[src/rtl/ospi_pkg.sv]
// Shared definitions for the octal SPI controller: host op encoding, flash
// command bytes and the controller state encoding.
package ospi_pkg;

  typedef enum logic [1:0] {
    OP_READ    = 2'b00,
    OP_WRITE   = 2'b01,
    OP_ERASE   = 2'b10,
    OP_ILLEGAL = 2'b11
  } op_e;

  localparam logic [7:0] CMD_READ  = 8'h0B;
  localparam logic [7:0] CMD_WRITE = 8'h02;
  localparam logic [7:0] CMD_ERASE = 8'h20;
  localparam logic [7:0] CMD_WREN  = 8'h06;

  typedef enum logic [2:0] {
    ST_IDLE   = 3'd0,
    ST_CMD    = 3'd1,
    ST_ADDR   = 3'd2,
    ST_DUMMY  = 3'd3,
    ST_DATA   = 3'd4,
    ST_CSHIGH = 3'd5,
    ST_RESP   = 3'd6
  } state_e;

  // Flash command byte for a legal host op.
  function automatic logic [7:0] cmd_byte(input op_e op);
    case (op)
      OP_READ:  cmd_byte = CMD_READ;
      OP_WRITE: cmd_byte = CMD_WRITE;
      OP_ERASE: cmd_byte = CMD_ERASE;
      default:  cmd_byte = 8'h00;
    endcase
  endfunction

endpackage

[src/rtl/ospi_sclk_gen.sv]
// OSPI serial clock generator: while i_run is high the bus clock runs at
// clk/2, starting with a low phase; otherwise it is held low and the phase
// restarts so every frame begins low.
module ospi_sclk_gen (
  input  logic i_clk,
  input  logic i_rst_n,
  input  logic i_run,
  output logic o_sclk,
  output logic o_phase_low,
  output logic o_phase_high
);

  logic r_phase;

  // Toggle the phase every clk while running, restart low when stopped.
  always_ff @(posedge i_clk or negedge i_rst_n) begin
    if (!i_rst_n) begin
      r_phase <= 1'b0;
    end else if (i_run) begin
      r_phase <= ~r_phase;
    end else begin
      r_phase <= 1'b0;
    end
  end

  assign o_sclk       = i_run & r_phase;
  assign o_phase_low  = i_run & ~r_phase;
  assign o_phase_high = i_run & r_phase;

endmodule

[src/rtl/ospi_ctrl.sv]
// Single-byte octal SPI flash controller (READ / WRITE / ERASE).
// Optional feature macro: OSPI_CTRL_WREN_EN -- when defined, WRITE and ERASE
// are preceded by a command-only write-enable (0x06) frame and a 2-clk
// chip-select-high gap.
// Handshake: a request is taken on the rising clk edge where
// req_valid && req_ready; req_ready is high only in IDLE. rsp_valid is a
// one-cycle pulse with no back-pressure.
module ospi_ctrl
  import ospi_pkg::*;
#(
  parameter int DUMMY_CYCLES = 4
) (
  input  logic       clk,
  input  logic       reset_n,
  input  logic       req_valid,
  output logic       req_ready,
  input  logic [1:0] req_op,
  input  logic [7:0] req_addr,
  input  logic [7:0] req_wdata,
  output logic       rsp_valid,
  output logic [7:0] rsp_rdata,
  output logic       rsp_err,
  output logic       ospi_clk,
  output logic       ospi_cs_n,
  output logic [7:0] ospi_io_out,
  output logic       ospi_io_oe,
  input  logic [7:0] ospi_io_in,
  output logic [2:0] dbg_state
);

  localparam logic [3:0] DUMMY_LAST = 4'((DUMMY_CYCLES == 0) ? 0 : DUMMY_CYCLES - 1);

  state_e     r_state;
  state_e     w_next;
  op_e        r_op;
  logic [7:0] r_addr;
  logic [7:0] r_wdata;
  logic [7:0] r_rx;
  logic [7:0] r_rdata;
  logic [3:0] r_dummy_cnt;
  logic       r_cs_cnt;
  logic       w_run;
  logic       w_low;
  logic       w_high;
  logic       w_accept;
  logic       w_wren;

  assign w_accept = req_valid && (r_state == ST_IDLE);
  assign w_run    = (r_state == ST_CMD) || (r_state == ST_ADDR) ||
                    (r_state == ST_DUMMY) || (r_state == ST_DATA);

  ospi_sclk_gen u_sclk (
    .i_clk        (clk),
    .i_rst_n      (reset_n),
    .i_run        (w_run),
    .o_sclk       (ospi_clk),
    .o_phase_low  (w_low),
    .o_phase_high (w_high)
  );

`ifdef OSPI_CTRL_WREN_EN
  logic r_wren;

  // Marks the write-enable pre-frame; cleared as its CS-high gap ends.
  always_ff @(posedge clk or negedge reset_n) begin
    if (!reset_n) begin
      r_wren <= 1'b0;
    end else if (w_accept) begin
      r_wren <= (req_op == OP_WRITE) || (req_op == OP_ERASE);
    end else if ((r_state == ST_CSHIGH) && r_cs_cnt) begin
      r_wren <= 1'b0;
    end
  end

  assign w_wren = r_wren;
`else
  assign w_wren = 1'b0;
`endif

  // State register.
  always_ff @(posedge clk or negedge reset_n) begin
    if (!reset_n) begin
      r_state <= ST_IDLE;
    end else begin
      r_state <= w_next;
    end
  end

  // Phase counters: dummy cycles completed and position inside CS-high gap.
  always_ff @(posedge clk or negedge reset_n) begin
    if (!reset_n) begin
      r_dummy_cnt <= 4'd0;
      r_cs_cnt    <= 1'b0;
    end else begin
      if (r_state != ST_DUMMY) begin
        r_dummy_cnt <= 4'd0;
      end else if (w_high) begin
        r_dummy_cnt <= r_dummy_cnt + 4'd1;
      end
      r_cs_cnt <= (r_state == ST_CSHIGH) ? ~r_cs_cnt : 1'b0;
    end
  end

  // Request capture, read sampling on the sclk rising edge, and transfer of
  // the sampled byte to the response register as the data phase ends.
  always_ff @(posedge clk or negedge reset_n) begin
    if (!reset_n) begin
      r_op    <= OP_READ;
      r_addr  <= 8'h00;
      r_wdata <= 8'h00;
      r_rx    <= 8'h00;
      r_rdata <= 8'h00;
    end else begin
      if (w_accept) begin
        r_op    <= op_e'(req_op);
        r_addr  <= req_addr;
        r_wdata <= req_wdata;
      end
      if ((r_state == ST_DATA) && (r_op == OP_READ) && w_low) begin
        r_rx <= ospi_io_in;
      end
      if ((r_state == ST_DATA) && (r_op == OP_READ) && w_high) begin
        r_rdata <= r_rx;
      end
    end
  end

  // Next-state logic; bus phases advance at the end of the sclk-high cycle.
  always_comb begin
    w_next = r_state;
    case (r_state)
      ST_IDLE: begin
        if (req_valid) begin
          w_next = (req_op == OP_ILLEGAL) ? ST_RESP : ST_CMD;
        end
      end
      ST_CMD: begin
        if (w_high) begin
          w_next = w_wren ? ST_CSHIGH : ST_ADDR;
        end
      end
      ST_ADDR: begin
        if (w_high) begin
          case (r_op)
            OP_READ:  w_next = (DUMMY_CYCLES == 0) ? ST_DATA : ST_DUMMY;
            OP_WRITE: w_next = ST_DATA;
            default:  w_next = ST_CSHIGH;
          endcase
        end
      end
      ST_DUMMY: begin
        if (w_high && (r_dummy_cnt == DUMMY_LAST)) begin
          w_next = ST_DATA;
        end
      end
      ST_DATA: begin
        if (w_high) begin
          w_next = ST_CSHIGH;
        end
      end
      ST_CSHIGH: begin
        if (r_cs_cnt) begin
          w_next = w_wren ? ST_CMD : ST_IDLE;
        end
      end
      ST_RESP: w_next = ST_IDLE;
      default: w_next = ST_IDLE;
    endcase
  end

  // Outputs decoded from the registered state.
  always_comb begin
    ospi_cs_n   = ~w_run;
    ospi_io_oe  = 1'b0;
    ospi_io_out = 8'h00;
    case (r_state)
      ST_CMD: begin
        ospi_io_oe  = 1'b1;
        ospi_io_out = w_wren ? CMD_WREN : cmd_byte(r_op);
      end
      ST_ADDR: begin
        ospi_io_oe  = 1'b1;
        ospi_io_out = r_addr;
      end
      ST_DATA: begin
        if (r_op == OP_WRITE) begin
          ospi_io_oe  = 1'b1;
          ospi_io_out = r_wdata;
        end
      end
      default: begin
        ospi_io_oe  = 1'b0;
        ospi_io_out = 8'h00;
      end
    endcase
    req_ready = (r_state == ST_IDLE);
    rsp_valid = ((r_state == ST_CSHIGH) && !r_cs_cnt && !w_wren) || (r_state == ST_RESP);
    rsp_err   = (r_state == ST_RESP);
    rsp_rdata = r_rdata;
    dbg_state = r_state;
  end

endmodule

[config.mk]
export PLATFORM = sky130hd
export DESIGN_NAME = ospi_ctrl
export DESIGN_NICKNAME = d
export VERILOG_FILES = /design/src/rtl/ospi_pkg.sv /design/src/rtl/ospi_sclk_gen.sv /design/src/rtl/ospi_ctrl.sv
export SDC_FILE = /design/constraint.sdc
export NUM_CORES = 1
export LEC_CHECK = 0
export ABC_AREA = 1
export CORE_ASPECT_RATIO = 2
export CORE_MARGIN = 8
export CORE_UTILIZATION = 46
export CTS_BUF_LIST = sky130_fd_sc_hd__clkbuf_2
export CTS_CLUSTER_DIAMETER = 50
export DETAILED_ROUTE_END_ITERATION = 12
export GPL_TIMING_DRIVEN = 0
export PLACE_DENSITY = 0.79
export SLEW_MARGIN = 20
export SYNTH_ARGS = -nofsm -noshare
export SYNTH_HDL_FRONTEND = slang
export SYNTH_SLANG_ARGS = --single-unit
[constraint.sdc]
create_clock -name clk -period 1.2 [get_ports clk]
set_input_delay 0.18 -clock clk [delete_from_list [all_inputs] [get_ports clk]]
set_output_delay 0.18 -clock clk [all_outputs]
set_load 0.01 [all_outputs]
==> flow_summary.toml <==
[run_status]
run_status = "finished with violations"
failed_checks = "negative setup slack"

[die]
die_h_um = 112.6
fp.dieW_um = 64.33
start_util = 0.4717
die-area_um2 = 7246
rows = 35
core-area_um2 = 4554
io_pins = 54

[sta]
max_freq_ghz = 0.5191
clock_skew_ns = 0.02552
setup_ws_ns = -0.7263
finalHoldViolations = 0
max_slew_margin = 0.7152
rsz0062_at_grt = "true"
worst_slew_pin_slew_ns = 0.4272
setup_viol = 56
slew_viol_final = 0
layout_min_cycle_time_ns = 1.926
timing.final.crit_share = 1.605

[finish]
stdcell_count = 428
layout_commonest_cell = "nand2_1"
drive_gt1_frac = 0.4906
synthToLayoutAreaGrowth_pct = 68.03
fin_area_um2 = 3610
nets = 402
final_util = 0.7926
final_cell_mix = "nand2_1, dfrtp_1, buf_6, nand2_2, buf_4"
num_antenna_cells = 0

[power_and_ir_drop]
irDropWorstVdd_uv = 1863
sw_frac_of_total = 0.4237
power_frac_comb = 0.619
p_switching_uw = 3710
power.leakage_uw = 0.001851
p_int_uw = 5046
power_density_nw_per_um2 = 2426
p_clk_frac = 0.099
p_seq_frac = 0.282

[route]
dr_total_vias = 2304
postRouteWirelength_mm = 7.263
drc = 0
final_antenna_net_count = 0
drtIter0Drc = 151
avgViaCountPerCell = 5.383
first_pass_iters = 4
routedWlPerCell_um = 16.97

[worst_setup_path]
path_buf_inv = 6
crit_fanout = 5
path_cells = "buf_6 > inv_4 > nor2_4 > nand2_4 > inv_6 > buf_6 > buf_6 > nand2_2 > nand3_2 > buf_6"
arrival_ns = 1.75
path_class = "reg2out"
critPathTopFamily = "buffers and inverters"
slowest_delay_ns = 0.43
critPathLaunchType = "register"
crit_path_end_kind = "output pin"
required_ns = 1.02
crit_path_start = "dbg_state[1]"
cp_common_cell = "buf_6"
critPathSlowestCell = "dfrtp_1"
r2r_start = "dbg_state[1]"

[grt]
use_met2 = 0.3571
busiest_layer = "met2"
use_met3 = 0.03490
grt_pass1_vias = 2387
grt_usage = 0.1888
grt_max_degree = 33
grtUsageMet1 = 0.1775
grt_pass1_wl_mm = 11.01
antenna_found_initial = 0
overflow = 0

[yosys]
synth_top_cell_area_share = 0.5009
synth_cells = 261
synth_area_leader_cell = "dfrtp_1"
syn_area_per_cell_um2 = 8.231
synth_area_um2 = 2148
ys_types = 25
syn_nets = 291
ys_seq_elements = 43
yosysSeqAreaShare = 0.5009
yosysWarnings = 0
synth_area_leaders = "dfrtp_1, nand2_1, nand3_1, inv_1, nor2_1"

[place]
place_hpwl_mm = 3.983
placed_area_um2 = 2840
io_buffers = 52
placedCellCount = 369
place_congestion = 0.7922

[clock_network]
cts_tree = "done"
numCtsBuffers = 5
clk_latency_ns = 0.43
cts_root_buffer = "clkbuf_2"
htreeDepth = 2
cts_sinks = 43
clkSlewWorstSetupHoldPaths_ns = 0.25
ctsLongestPathBuffers = 2

[min_path]
hp-class = "in2async"

[run]
maxCapViolations = 0
==> path summary, 6_finish.rpt <==
check	cells past startpoint	end	slack [ns]
setup / recovery	10	ospi_io_out[0]	-0.73
hold / removal	2	r_cs_cnt	0.12
setup reg to reg	12	dbg_state[0]	-0.65
hold reg to reg	2	r_addr[6]	0.51
max in group asynchronous	3	r_op[0]	0.59
min in group clk	3	r_wdata[6]	0.12
==> timing repair <==
action | in CTS | in global routing
setup buffers | 33 | 17
cloned | 4 | 0
hold buffers | 1 | 0
gates resized for setup | 190 | 29
hold endpoints to repair | 43 | 0
pin swaps | 13 | 17
endpoints found under the setup margin | 65 | 66
==> through the flow <==
step	setup TNS [ns]	setup slack, ns	hold slack [ns]	power (uW)
3_3_place_gp	-62.97	-1.155	0.4551	5818
6_report	-24.12	-0.7263	0.1163	8755
2_1_floorplan	-3.194	-0.1048	-0.1156	4596
5_1_grt	-27.47	-0.8231	0.1154	9248
4_1_cts	-18.83	-0.6795	0.08682	7960
3_5_place_dp	-14.31	-0.7592	0.08580	5909
==> layer usage <==
| metal | part of all wire | up-vias |
|---|---|---|
| met4 | 0.049 | 0 |
| met2 | 0.58 | 96 |
| li1 | - | 1045 |
| met3 | 0.042 | 40 |
| met5 | 0 | - |
| met1 | 0.33 | 1123 |
==> cell type report <==
class / count / area (um^2)
clock inverter: 3 / 43.79
multi-input combinational: 177 / 1156
inverter: 30 / 137.6
sequential: 43 / 1076
fill: 282 / 944.7
buffer: 11 / 117.6
clock buffer: 5 / 25.02
tap: 55 / 68.82
timing repair buffer: 104 / 984.7
==> registers in the layout, indices dropped and copies added (netlist names) <==
register and count:
dbg_state 3, r_addr 8, u_sclk.r_phase 1, rsp_rdata 8, r_dummy_cnt 4, r_wdata 8
r_op 2, r_cs_cnt 1, r_rx 8
==> power groups by stage <==
stage	Sequential, uW	Clock (uW)	Combinational [uW]
after floorplan	2430	0	2160
after global placement	2400	0	3420
after detailed placement	2420	0	3490
after CTS	2420	869	4670
after global routing	2520	955	5770
final	2470	867	5420
==> cell usage after synthesis <==
library cell and count:
a21oi_1 10, a31oi_1 1, buf_2 2, buf_4 2, buf_6 6, clkbuf_1 1
clkinv_2 1, dfrtp_1 43, ha_1 1, inv_1 27, inv_2 2, nand2_1 84
nand2_2 2, nand3_1 31, nand3_4 2, nand4_1 4, nor2_1 21, nor2_2 2
nor2_8 2, o211ai_1 1, o21ai_0 5, o21ai_1 2, o21ai_2 7, or2_2 1
xnor2_1 1
==> cells by family (layout without fill, tap and decap cells) <==
| kind of cell | count (synthesis) | count (layout) | share of synthesized area |
|---|---|---|---|
| flip-flops | 43 | 43 | 0.5009 |
| adder cells (fa/ha/maj) | 1 | 1 | 0.005823 |
| AO/OA/AOI/OAI | 26 | 26 | 0.07455 |
| XOR/XNOR | 1 | 1 | 0.004078 |
| buffers and inverters | 41 | 153 | 0.09784 |
| AND/OR/NAND/NOR | 149 | 149 | 0.3168 |
Note: power is estimated with default switching activity, not from simulation.
